`config.mk`:
```
export PLATFORM = sky130hd
export DESIGN_NAME = llc_input_arbiter_n
export DESIGN_NICKNAME = d
export VERILOG_FILES = /design/src/rtl/llc_input_arbiter_n.sv
export SDC_FILE = /design/constraint.sdc
export NUM_CORES = 1
export LEC_CHECK = 0
export CORE_ASPECT_RATIO = 0.75
export CORE_MARGIN = 2
export CORE_UTILIZATION = 47
export DETAILED_ROUTE_END_ITERATION = 16
export PLACE_DENSITY = 0.84
export SYNTH_ARGS = -nofsm -noshare
export SYNTH_HDL_FRONTEND = slang
export SYNTH_SLANG_ARGS = --single-unit
```
`constraint.sdc`:
```
create_clock -name clk -period 2.55 [get_ports clk]
set_input_delay 0.51 -clock clk [delete_from_list [all_inputs] [get_ports clk]]
set_output_delay 0.51 -clock clk [all_outputs]
set_load 0.01 [all_outputs]
```
`src/rtl/llc_input_arbiter_n.sv`:
```
// LLC input arbiter: N-channel fixed-priority-with-aging or round-robin grant
// into a decision FIFO whose head feeds the lookup stage and stall release.
module llc_input_arbiter_n #(
   parameter int unsigned N_CH         = 4,
   parameter int unsigned LINE_W       = 28,
   parameter int unsigned SET_W        = 10,
   parameter int unsigned FIFO_DEPTH   = 4,
   parameter int unsigned RR_MODE      = 0,
   parameter int unsigned STARVE_LIMIT = 15,
   parameter int unsigned RSP_CH       = 1
) (
   input  logic                           clk,
   input  logic                           rst,
   input  logic [N_CH-1:0]                ch_valid,
   input  logic [N_CH-1:0]                ch_stall,
   input  logic [N_CH*LINE_W-1:0]         ch_addr,
   output logic [N_CH-1:0]                ch_ready,
   input  logic                           flush,
   output logic                           out_valid,
   input  logic                           out_ready,
   output logic [$clog2(N_CH)-1:0]        out_ch,
   output logic [SET_W-1:0]               out_set,
   output logic [LINE_W-SET_W-1:0]        out_tag,
   input  logic                           stall_active,
   input  logic [SET_W-1:0]               stall_set,
   input  logic [LINE_W-SET_W-1:0]        stall_tag,
   output logic                           clr_stall,
   output logic [$clog2(FIFO_DEPTH):0]    usage,
   output logic                           fifo_full,
   output logic                           idle
);
   localparam int unsigned CH_W  = $clog2(N_CH);
   localparam int unsigned PTR_W = $clog2(FIFO_DEPTH);
   localparam int unsigned USE_W = PTR_W + 1;

   logic [N_CH-1:0]   elig;
   logic [N_CH-1:0]   starved;
   logic [7:0]        age [N_CH];
   logic [CH_W-1:0]   rr_ptr;
   logic [CH_W-1:0]   gnt_idx;
   logic              gnt_found;
   logic              push;
   logic              pop;
   logic [LINE_W-1:0] gnt_addr;
   logic [LINE_W-1:0] head_addr;
   logic [CH_W-1:0]   fifo_ch [FIFO_DEPTH];
   logic [LINE_W-1:0] fifo_addr [FIFO_DEPTH];
   logic [PTR_W-1:0]  head;
   logic [PTR_W-1:0]  tail;
   logic [USE_W-1:0]  usage_next;

   function automatic logic [CH_W-1:0] rr_idx(input logic [CH_W-1:0] ptr, input int unsigned k);
      return CH_W'((32'(ptr) + k) % N_CH);
   endfunction

   always_comb begin
      elig    = ch_valid & ~ch_stall;
      starved = '0;
      for (int unsigned i = 0; i < N_CH; i++)
         starved[i] = elig[i] && (age[i] == 8'(STARVE_LIMIT));
   end

   always_comb begin
      gnt_found = 1'b0;
      gnt_idx   = '0;
      if (RR_MODE != 0) begin
         for (int unsigned k = 1; k <= N_CH; k++) begin
            if (!gnt_found && elig[rr_idx(rr_ptr, k)]) begin
               gnt_found = 1'b1;
               gnt_idx   = rr_idx(rr_ptr, k);
            end
         end
      end else begin
         // starved channels outrank plain priority order
         for (int unsigned i = 0; i < N_CH; i++) begin
            if (!gnt_found && starved[i]) begin
               gnt_found = 1'b1;
               gnt_idx   = CH_W'(i);
            end
         end
         for (int unsigned i = 0; i < N_CH; i++) begin
            if (!gnt_found && elig[i]) begin
               gnt_found = 1'b1;
               gnt_idx   = CH_W'(i);
            end
         end
      end
   end

   assign push      = gnt_found && !fifo_full && !flush;
   assign pop       = out_valid && out_ready && !flush;
   assign gnt_addr  = ch_addr[gnt_idx*LINE_W +: LINE_W];
   assign head_addr = fifo_addr[head];
   assign out_ch    = fifo_ch[head];
   assign out_set   = head_addr[SET_W-1:0];
   assign out_tag   = head_addr[LINE_W-1:SET_W];
   assign out_valid = (usage != '0);
   assign fifo_full = (usage == USE_W'(FIFO_DEPTH));
   assign clr_stall = pop && stall_active && (out_ch == CH_W'(RSP_CH)) &&
                      (out_set == stall_set) && (out_tag == stall_tag);

   always_comb begin
      ch_ready = '0;
      if (push && rst)
         ch_ready[gnt_idx] = 1'b1;
   end

   always_comb begin
      if (flush)
         usage_next = '0;
      else
         usage_next = usage + USE_W'(push) - USE_W'(pop);
   end

   always_ff @(posedge clk or negedge rst) begin
      if (!rst) begin
         for (int unsigned i = 0; i < N_CH; i++)
            age[i] <= '0;
      end else begin
         for (int unsigned i = 0; i < N_CH; i++) begin
            if (flush || (RR_MODE != 0) || !elig[i] || (push && gnt_idx == CH_W'(i)))
               age[i] <= '0;
            else if (age[i] != 8'(STARVE_LIMIT))
               age[i] <= age[i] + 8'd1;
         end
      end
   end

   always_ff @(posedge clk or negedge rst) begin
      if (!rst)
         rr_ptr <= CH_W'(N_CH - 1);
      else if (flush)
         rr_ptr <= CH_W'(N_CH - 1);
      else if (push)
         rr_ptr <= gnt_idx;
   end

   always_ff @(posedge clk or negedge rst) begin
      if (!rst) begin
         head  <= '0;
         tail  <= '0;
         usage <= '0;
         for (int unsigned i = 0; i < FIFO_DEPTH; i++) begin
            fifo_ch[i]   <= '0;
            fifo_addr[i] <= '0;
         end
      end else if (flush) begin
         head  <= '0;
         tail  <= '0;
         usage <= '0;
      end else begin
         if (push) begin
            fifo_ch[tail]   <= gnt_idx;
            fifo_addr[tail] <= gnt_addr;
            tail            <= tail + 1'b1;
         end
         if (pop)
            head <= head + 1'b1;
         usage <= usage_next;
      end
   end

   always_ff @(posedge clk or negedge rst) begin
      if (!rst)
         idle <= 1'b1;
      else
         idle <= ~|elig && (usage_next == '0);
   end
endmodule
```
* After elaboration in Yosys (flattened, before gate mapping)
Index checks and enable logic that the tools add are counted.
** Operators by class
- Shift operators :: 1
- Bitwise logic cells :: 5
- $lt $le $gt $ge :: 5
- Eq/ne operators :: 15
- Add/sub/neg operators :: 8
- $mul :: 1
- Reduce and logical (&&, ||, !) cells :: 60
- Muxes and demuxes :: 44
** Operators by type and width (count)
- bitwise mux 112 bit :: 1
- variable part select 112 x 8 -> 28 bit :: 1
- two-way mux 28 bit :: 3
- two-way mux 8 bit :: 8
- binary-select mux 28 bit (select 2 bit) :: 1
- demux 28 bit (select 2 bit) :: 1
- adder 8 x 1 -> 8 bit (second input constant) :: 4
- equality test 8 x 4 -> 1 bit (second input constant) :: 4
- != test 8 x 4 -> 1 bit (second input constant) :: 4
- logical AND 1 bit :: 27
- two-way mux 2 bit :: 13
- equality test 18 bit :: 1
- zero test 1 bit :: 14
- nonzero test 2 bit :: 6
- equality test 10 bit :: 1
- two-way mux 1 bit :: 10
- bitwise mux 8 bit :: 1
- logical OR 1 bit :: 8
- greater-or-equal comparator 3 bit (second input constant) :: 2
- two-way mux 3 bit :: 2
- NOT 2 -> 3 bit :: 2
- multiplier 2 x 3 -> 5 bit (second input constant) :: 1
- adder 2 x 1 -> 2 bit (second input constant) :: 2
- bitwise AND 4 bit :: 1
- other kinds (19) :: 21
** Storage, ports and cells
- Input port bits :: 153
- Word-level logic and storage cells :: 155
- Output and inout bits :: 41
- Flip-flop bits (word level) :: 160

* Depth between registers and ports, before layout
Gate-level depths: netlist of the first run.
- Depth after elaboration :: 32
- Depth in mapped cells :: 15
- Mapped depth without buffers :: 13

* Worst setup path before layout of the first run
OpenSTA, ideal clock, no wires.
- Path type :: input port to flip-flop
- Start point :: input port ch_stall[2]
- End point :: register idle
- Setup time :: 0.097 ns
- Buffers on the path :: 2
- Data required time :: 2.453 ns
- Cell stages on the path :: 15
- Slack :: -0.399 ns
- Data arrival time :: 2.852 ns
- Path through :: nand2b_1 > buf_2 > a41oi_2 > nor2b_1 > clkbuf_1 > inv_1 > ha_1 > inv_1 > ha_1 > inv_1 > fa_1 > xor2_1 > xnor2_1 > nor2_1 > nor4_1
** On the way
- Word-level cells in the longest chain between the ends :: 27
- Elaborated cells on any way between the ends :: 29
- Classes of those cells :: add/sub (2); mux (7); bitwise (2); reduce/logical (18)
** RTL lines
- start: declaration :: RTL line 15 : input logic [N_CH-1:0] ch_stall,
- NOT 4 bit (*) :: RTL line 57 : elig = ch_valid & ~ch_stall;
- bitwise AND 4 bit (*) :: RTL line 57
- logical AND 1 bit :: RTL line 60 : starved[i] = elig[i] && (age[i] == 8'(STARVE_LIMIT));
- logical AND 1 bit :: RTL line 76 : if (!gnt_found && starved[i]) begin
- two-way mux 1 bit :: RTL line 76
- zero test 1 bit :: RTL line 76
- logical AND 1 bit :: RTL line 76
- two-way mux 1 bit :: RTL line 76
- [... 10 more ...]
- logical AND 1 bit :: RTL line 82 : if (!gnt_found && elig[i]) begin
- two-way mux 1 bit :: RTL line 82
- logical AND 1 bit (2 in series) :: RTL line 90 : assign push = gnt_found && !fifo_full && !flush;
- adder 3 x 1 -> 3 bit :: RTL line 112 : usage_next = usage + USE_W'(push) - USE_W'(pop);
- subtractor 3 x 1 -> 3 bit :: RTL line 112
- two-way mux 3 bit :: RTL line 109 : if (flush)
- zero test 3 bit :: RTL line 167 : idle <= ~|elig && (usage_next == '0);
- logical AND 1 bit (*) :: RTL line 167
- end signal: assignment :: RTL line 167
- end: declaration :: RTL line 30 : output logic idle
Every way passes the cells marked *; elsewhere a longest branch is shown, timed or not.
A chain may end at the register's enable or synchronous reset.

* Worst setup path in the final report of the first run
- Start point :: register head[0]
- End point :: output port clr_stall
** On the way
- Word-level cells in the longest chain between the ends :: 8
- Elaborated cells on any way between the ends :: 13
- Classes of those cells :: eq/ne (3); mux (6); bitwise (1); reduce/logical (3)
** RTL lines
- start: declaration :: RTL line 48 : logic [PTR_W-1:0] head;
- start signal: assignment :: RTL line 158 : head <= head + 1'b1;
- NOT 2 -> 3 bit (not written as such) (*) :: RTL line 93, 94
- branches (longest 6 deep; another with binary-select mux 28 bit (select 2 bit))
- logical AND 1 bit (*) :: RTL line 100 : (out_set == stall_set) && (out_tag == stall_tag);
- end: declaration :: RTL line 27 : output logic clr_stall,
Every way passes the cells marked *. The select of a mux whose other input is x is not followed.

==> results.tsv, run 1 <==
stage	metric	value	unit
run_status	status	complete, but fails checks	
run_status	failed_checks	setup timing	
clock_network	cts.clk_slew.worst_paths	0.08	ns
pwr	p_leak	0.00623	µW
timing	fmaxAchievable	288	MHz
run	cap_viol_max_count	0	
timing	skew	0.0147	ns
timing	grt_setup_unrepaired	true	
pwr	swShare	38.6	%
hold_path	hp-class	in -> async	
clock_network	clk_latency	0.45	ns
routing	ant_nets	0	
placement	place_area	12300	µm²
yosys	syn-cell-area	9160	µm²
grt	grt_pass1_wl	49.1	mm
placement	dpl_worst_slack	-0.933	ns
setup_path	cp_num_buf_inv	3	
pwr	powerDensity	887	nW/µm²
die	fp-row-count	44	
final_layout	antenna_cells	0	
final_layout	final_cells	1439	
grt	antenna_found_initial	0	
setup_path	worstPathArrival	2.96	ns
placement	post-dp-hpwl	19.6	mm
yosys	mappedNetlistNets	995	
setup_path	r2r_cells	14	
grt	grt_use_total	31.3	%
setup_path	cp_top_family	simple AND/OR/NAND/NOR gates	
setup_path	crit_chain	buf_12, buf_4, mux4_2, xnor2_1, nand4_1, or4_4, nor4_4, buf_2	
final_layout	layout_commonest_cell	dfrtp_1	
setup_path	startpoint_type	register	
setup_path	slowest_delay	0.55	ns
grt	grt_max_degree	67	
timing	hold_viol	0	
timing	tightest_slew	0.842	ns
grt	grt_pass1_vias	9046	
yosys	ys_ff_latch	160	
yosys	yosysSeqAreaShare	43.7	%
clock_network	clock_tree.buffer_depth	2	
routing	wirelength	39.3	mm
pwr	internal-power	8100	µW
grt	overflow	0	
clock_network	cts.sinks	160	
setup_path	required	2.04	ns
die	die-area	20600	µm²
routing	drt-pass1-iter-count	5	
setup_path	path_max_fanout	14	
pwr	p_seq_share	30.8	%
timing	max_slew_margin	43.8	%
setup_path	reg2reg_to	idle	
routing	vias_per_cell	6.52	
yosys	yosysWarningCount	0	
clock_network	cts_tree	yes	
yosys	synth.avg_cell_area	11.0	µm²
die	num_io_pins	194	
setup_path	worstSetupEndpointType	output port	
timing	period_share	136	%
placement	dpl.cell_count	1336	
setup_path	r2r_slack	-0.54	ns
placement	gp_congestion	0.833	
setup_path	crit_cells	8	
placement	numPortBuffers	193	
die	die_w	165	µm
setup_path	path_class	reg -> out	
final_layout	drive_gt1_share	42.1	%
final_layout	fill_cells	978	
die	core-area	19200	µm²
routing	drc	0	
pwr	p_sw	5090	µW
clock_network	clockRootBuffer	clkbuf_16	
timing	maxSlewViolCount	0	
die	initial_utilization	47.7	%
final_layout	area_delta_synth_final	62.3	%
pwr	p_clk_share	19.0	%
timing	setup_violations	146	
final_layout	finish.net_count	1337	
pwr	p_comb_share	50.2	%
setup_path	crit_path_top_delay_cell	or4_4	
routing	num_vias	9376	
final_layout	finalInstanceArea	14900	µm²
timing	post-route-min-period	3.47	ns
yosys	synth_cell_type_count	52	
routing	drt_iter0_drc	1108	
final_layout	final_cell_mix	dfrtp_1 (158), clkdlybuf4s50_1 (149), nand2_1 (129), buf_4 (129), o31ai_2 (54)	
yosys	postSynthCellCount	831	
setup_path	crit-reg2reg-launch	usage[2]	
timing	fin_ws	-0.923	ns
die	fp.dieH	125	µm
clock_network	cts_buffers	17	
pwr	vdd_drop_max	0.000676	V
routing	routedWlPerCell	27.3	µm
clock_network	htreeDepth	4	
timing repair:
| action | CTS | global route |
|---|---|---|
| cloned | 5 | 4 |
| endpoints found under the setup margin | 181 | 168 |
| pin swaps | 17 | 114 |
| setup buffers | 21 | 49 |
| resized for setup | 148 | 197 |
| hold buffers | 0 | 0 |
cell type report:
cell class	count	area [µm²]	share of cell area [%]
Multi-Input combinational cell	608	6070	40.8
Sequential cell	160	4010	26.9
Timing Repair Buffer	381	3910	26.3
Clock buffer	17	425	2.86
Tap cell	253	317	2.13
Clock inverter	15	126	0.850
Inverter	5	18.8	0.126
Yosys cell counts, drive strengths merged:
library cell	number	area [µm²]
a211oi	5	37.5
a21oi	10	57.6
a221oi	28	414
a41oi	1	16.3
and2	29	181
and3	12	75.1
and3b	1	12.5
and4	1	8.76
buf	25	173
clkbuf	33	124
dfrtp	159	3980
dfstp	1	26.3
fa	1	20.0
ha	10	125
inv	5	18.8
mux2	28	315
mux2i	1	10.0
mux4	30	676
nand2	138	518
nand2b	6	37.5
nand3	22	110
nand4	9	56.3
nor2	30	115
nor2b	5	31.3
nor3	45	422
nor3b	1	7.51
nor4	9	105
o21a	2	22.5
o21ai	11	58.8
o311a	1	10.0
o311ai	1	16.3
o31ai	114	883
o41a	1	11.3
or3	1	6.26
or4	1	7.51
xnor2	36	315
xor2	18	158
worst reg2reg max path: cells and delay by family (launching register included):
kind | cells | cell delay [ns]
simple gates | 5 | 1.05
flops | 1 | 0.41
buf+inv | 4 | 0.36
xor+xnor | 2 | 0.40
fa+ha+maj | 3 | 0.76
power by group through the flow:
| stage | registers, µW | logic [µW] | clock network (µW) |
|---|---|---|---|
| after floorplan | 3840 | 2840 | 0 |
| after global placement | 3920 | 5130 | 0 |
| final | 4060 | 6620 | 2510 |
| after global routing | 4120 | 6890 | 2610 |
| after detailed placement | 3980 | 5280 | 0 |
| after CTS | 3950 | 5460 | 2430 |
cell families (layout without fill, tap and decap cells):
logic type | after synthesis | in the layout | synth area share (%)
flip-flops | 160 | 160 | 43.7
AO/OA/AOI/OAI | 174 | 174 | 16.7
multiplexers | 59 | 59 | 10.9
AND/OR/NAND/NOR | 310 | 310 | 18.5
adder cells (fa/ha/maj) | 11 | 11 | 1.58
XOR/XNOR | 54 | 54 | 5.16
buffers and inverters | 63 | 418 | 3.44
per-layer routing:
| metal | vias up | track usage, % | routed length, µm |
|---|---|---|---|
| met3 | 229 | 6.79 | 4540 |
| met2 | 782 | 50.8 | 18300 |
| met5 | - | 0 | 0 |
| li1 | 3790 | - | - |
| met4 | 0 | 15.7 | 2730 |
| met1 | 4575 | 39.6 | 13700 |
how the worst max path moves through the flow:
| stage | start | end | slack, ns |
|---|---|---|---|
| detailed placement | out_ready | clr_stall | -0.93 |
| global route | head[0] | clr_stall | -1.0 |
| CTS | head[0] | clr_stall | -0.79 |
| finish | head[0] | clr_stall | -0.92 |
| floorplan | ch_stall[2] | idle | -0.17 |
| global placement | out_ready | clr_stall | -0.92 |
flip-flops by register name, indices dropped and copies added, names as in the netlist:
signal,flops
fifo_addr,112
age,32
fifo_ch,8
usage,3
head,2
tail,2
idle,1
metrics by stage:
step / setup TNS, ns / util, % / power [µW] / hold slack, ns
after floorplan: -0.436 / - / 6670 / 0.214
after global placement: -81.34 / 63.8 / 9050 / 0.455
after detailed placement: -89.36 / 63.8 / 9260 / 0.461
after CTS: -5.58 / 70.4 / 11800 / 0.190
after global routing: -27.33 / 77.4 / 13600 / 0.212
final: -20.00 / 77.4 / 13200 / 0.164
(Power assumes the default switching activity.)
==> inputs of run 2 (changes only) <==
CORE_UTILIZATION = 48   (was 47)
CTS_BUF_LIST = sky130_fd_sc_hd__clkbuf_4 sky130_fd_sc_hd__clkbuf_8   (was unset)
PLACE_DENSITY = 0.85   (was 0.84)
==> run 2 against run 1 <==
The run still ends with setup timing left. Sequential cell count stayed put. Global-route usage is 2.0 points higher. Sequential share of layout area is 0.77 points higher. Fmax is 5.1% lower. Largest power group unchanged. Largest cell class unchanged. Worst hold slack better by 0.0071 ns.
==> results.tsv, run 2 (synthesized netlist as in run 1, its figures left out) <==
stage	metric	value	unit
routing	routedWlPerCell	27.2	µm
run_status	failed_checks	setup timing	
routing	ant_nets	0	
run_status	status	complete, but fails checks	
setup_path	path_class	reg -> out	
hold_path	hp-class	in -> async	
placement	post-dp-hpwl	19.6	mm
routing	num_vias	9395	
routing	drt-pass1-iter-count	8	
timing	tightest_slew	0.794	ns
final_layout	drive_gt1_share	39.9	%
pwr	vdd_drop_max	0.000610	V
final_layout	layout_commonest_cell	dfrtp_1	
final_layout	postLayoutCoreUtil	77.7	%
die	die_w	164	µm
timing	post-route-min-period	3.66	ns
routing	vias_per_cell	6.60	
pwr	p_leak	0.00606	µW
routing	drt_iter0_drc	1069	
timing	hold_viol	0	
grt	grt_use_total	33.3	%
die	core-area	18600	µm²
clock_network	clock_tree.buffer_depth	2	
grt	grt_max_degree	61	
timing	max_slew_margin	47.1	%
setup_path	worstSetupEndpointType	output port	
timing	period_share	144	%
placement	numPortBuffers	193	
setup_path	worstPathArrival	3.15	ns
timing	setup_violations	162	
clock_network	cts.clk_slew.worst_paths	0.10	ns
grt	antenna_found_initial	1	
die	fp.dieH	124	µm
grt	overflow	0	
final_layout	reg.largest.list	fifo_addr (112), age (32), fifo_ch (8)	
placement	gp_congestion	0.911	
final_layout	finish.net_count	1327	
clock_network	cts.sinks	160	
routing	drc	0	
die	num_io_pins	194	
grt	grt_pass1_vias	9200	
final_layout	fill_cells	969	
routing	wirelength	38.8	mm
run	cap_viol_max_count	0	
die	die-area	20200	µm²
clock_network	cts_tree	yes	
clock_network	htreeDepth	4	
pwr	powerDensity	888	nW/µm²
clock_network	cts_buffers	17	
final_layout	top_register	fifo_addr	
final_layout	antenna_cells	0	
die	fp-row-count	43	
pwr	total_power	12800	µW
setup_path	required	2.04	ns
timing	skew	0.0213	ns
die	initial_utilization	49.2	%
timing	maxSlewViolCount	0	
placement	dpl_worst_slack	-0.939	ns
timing	fin_ws	-1.11	ns
timing	fmaxAchievable	273	MHz
clock_network	cts-hold-fix-buffers	0	
final_layout	largest_reg_flops	112	
timing	grt_setup_unrepaired	true	
setup_path	path_max_fanout	7	
grt	grt_pass1_wl	50.8	mm
final_layout	final_cell_mix	dfrtp_1 (158), clkdlybuf4s50_1 (157), nand2_1 (130)	
clock_network	clk_latency	0.49	ns
final_layout	area_delta_synth_final	57.8	%
clock_network	clockRootBuffer	clkbuf_8	
setup_path	startpoint_type	register	
[run 2: changes by cell type in the layout (fill, tap and decap cells not counted), sizes merged, moves of 2 or more]
cell	before	now
dlymetal6s2s	6	1
bufinv	0	3
clkdlybuf4s50	149	157
clkinvlp	5	2
clkbuf	23	25
dlygate4sd2	8	5
buf	206	198
clkinv	4	6
inv	11	6
[run 2: what timing repair did]
action / in CTS / in global routing
pin swaps: 42 / 53
setup endpoints to repair: 180 / 176
cloned: 5 / 3
buffers inserted: 33 / 21
gates resized for setup: 213 / 135
[run 2: worst paths after layout]
path,cells past startpoint,slack (ns),startpoint,endpoint
worst max-delay path,8,-1.11,head[0],clr_stall
worst max register to register,11,-0.33,age[17],fifo_addr[111]
max in group asynchronous,3,1.21,rst,head[0]
worst min register to register,2,0.49,fifo_addr[61],fifo_addr[61]
min in group clk,2,0.49,fifo_addr[61],fifo_addr[61]
worst min-delay path,2,0.17,rst,age[14]
[run 2: metal layers]
layer	routed length, µm	global-route usage [%]
met3	4700	10.2
met4	2400	16.9
met1	13500	41.0
met5	0	0
met2	18200	53.6
[run 2: area by class of cell]
class,count,area [µm²],share of cell area (%)
Inverter,5,18.8,0.130
Clock buffer,20,263,1.82
Sequential cell,160,4010,27.7
Tap cell,247,309,2.14
Clock inverter,12,159,1.10
Timing Repair Buffer,371,3830,26.5
Multi-Input combinational cell,608,5870,40.6
[run 2: where the power goes]
| part | internal, µW | switching, µW | leakage, µW |
|---|---|---|---|
| clock network | 1020 | 1050 | 0.000210 |
| registers | 3460 | 608 | 0.00207 |
| logic | 3450 | 3250 | 0.00378 |
| total | 7920 | 4910 | 0.00606 |
[run 2: worst max-delay path, cell delays in order, from the launching register on]
cell and delay (ns):
dfrtp_2 0.46, buf_12 0.17, buf_8 0.12, mux4_2 0.55, xnor2_2 0.26, nand4_1 0.17, or4_4 0.52, nor4_4 0.22
buf_2 0.18
[run 2: per-stage QoR]
step	area, µm²	hold slack, ns	TNS, ns	instances
finish	14500	0.171	-27.92	1423
global route	14500	0.216	-32.25	1423
CTS	13700	0.177	-6.90	1409
detailed placement	12300	0.461	-77.54	1339
global placement	12300	0.455	-68.53	1339
floorplan	9270	0.214	-0.436	831
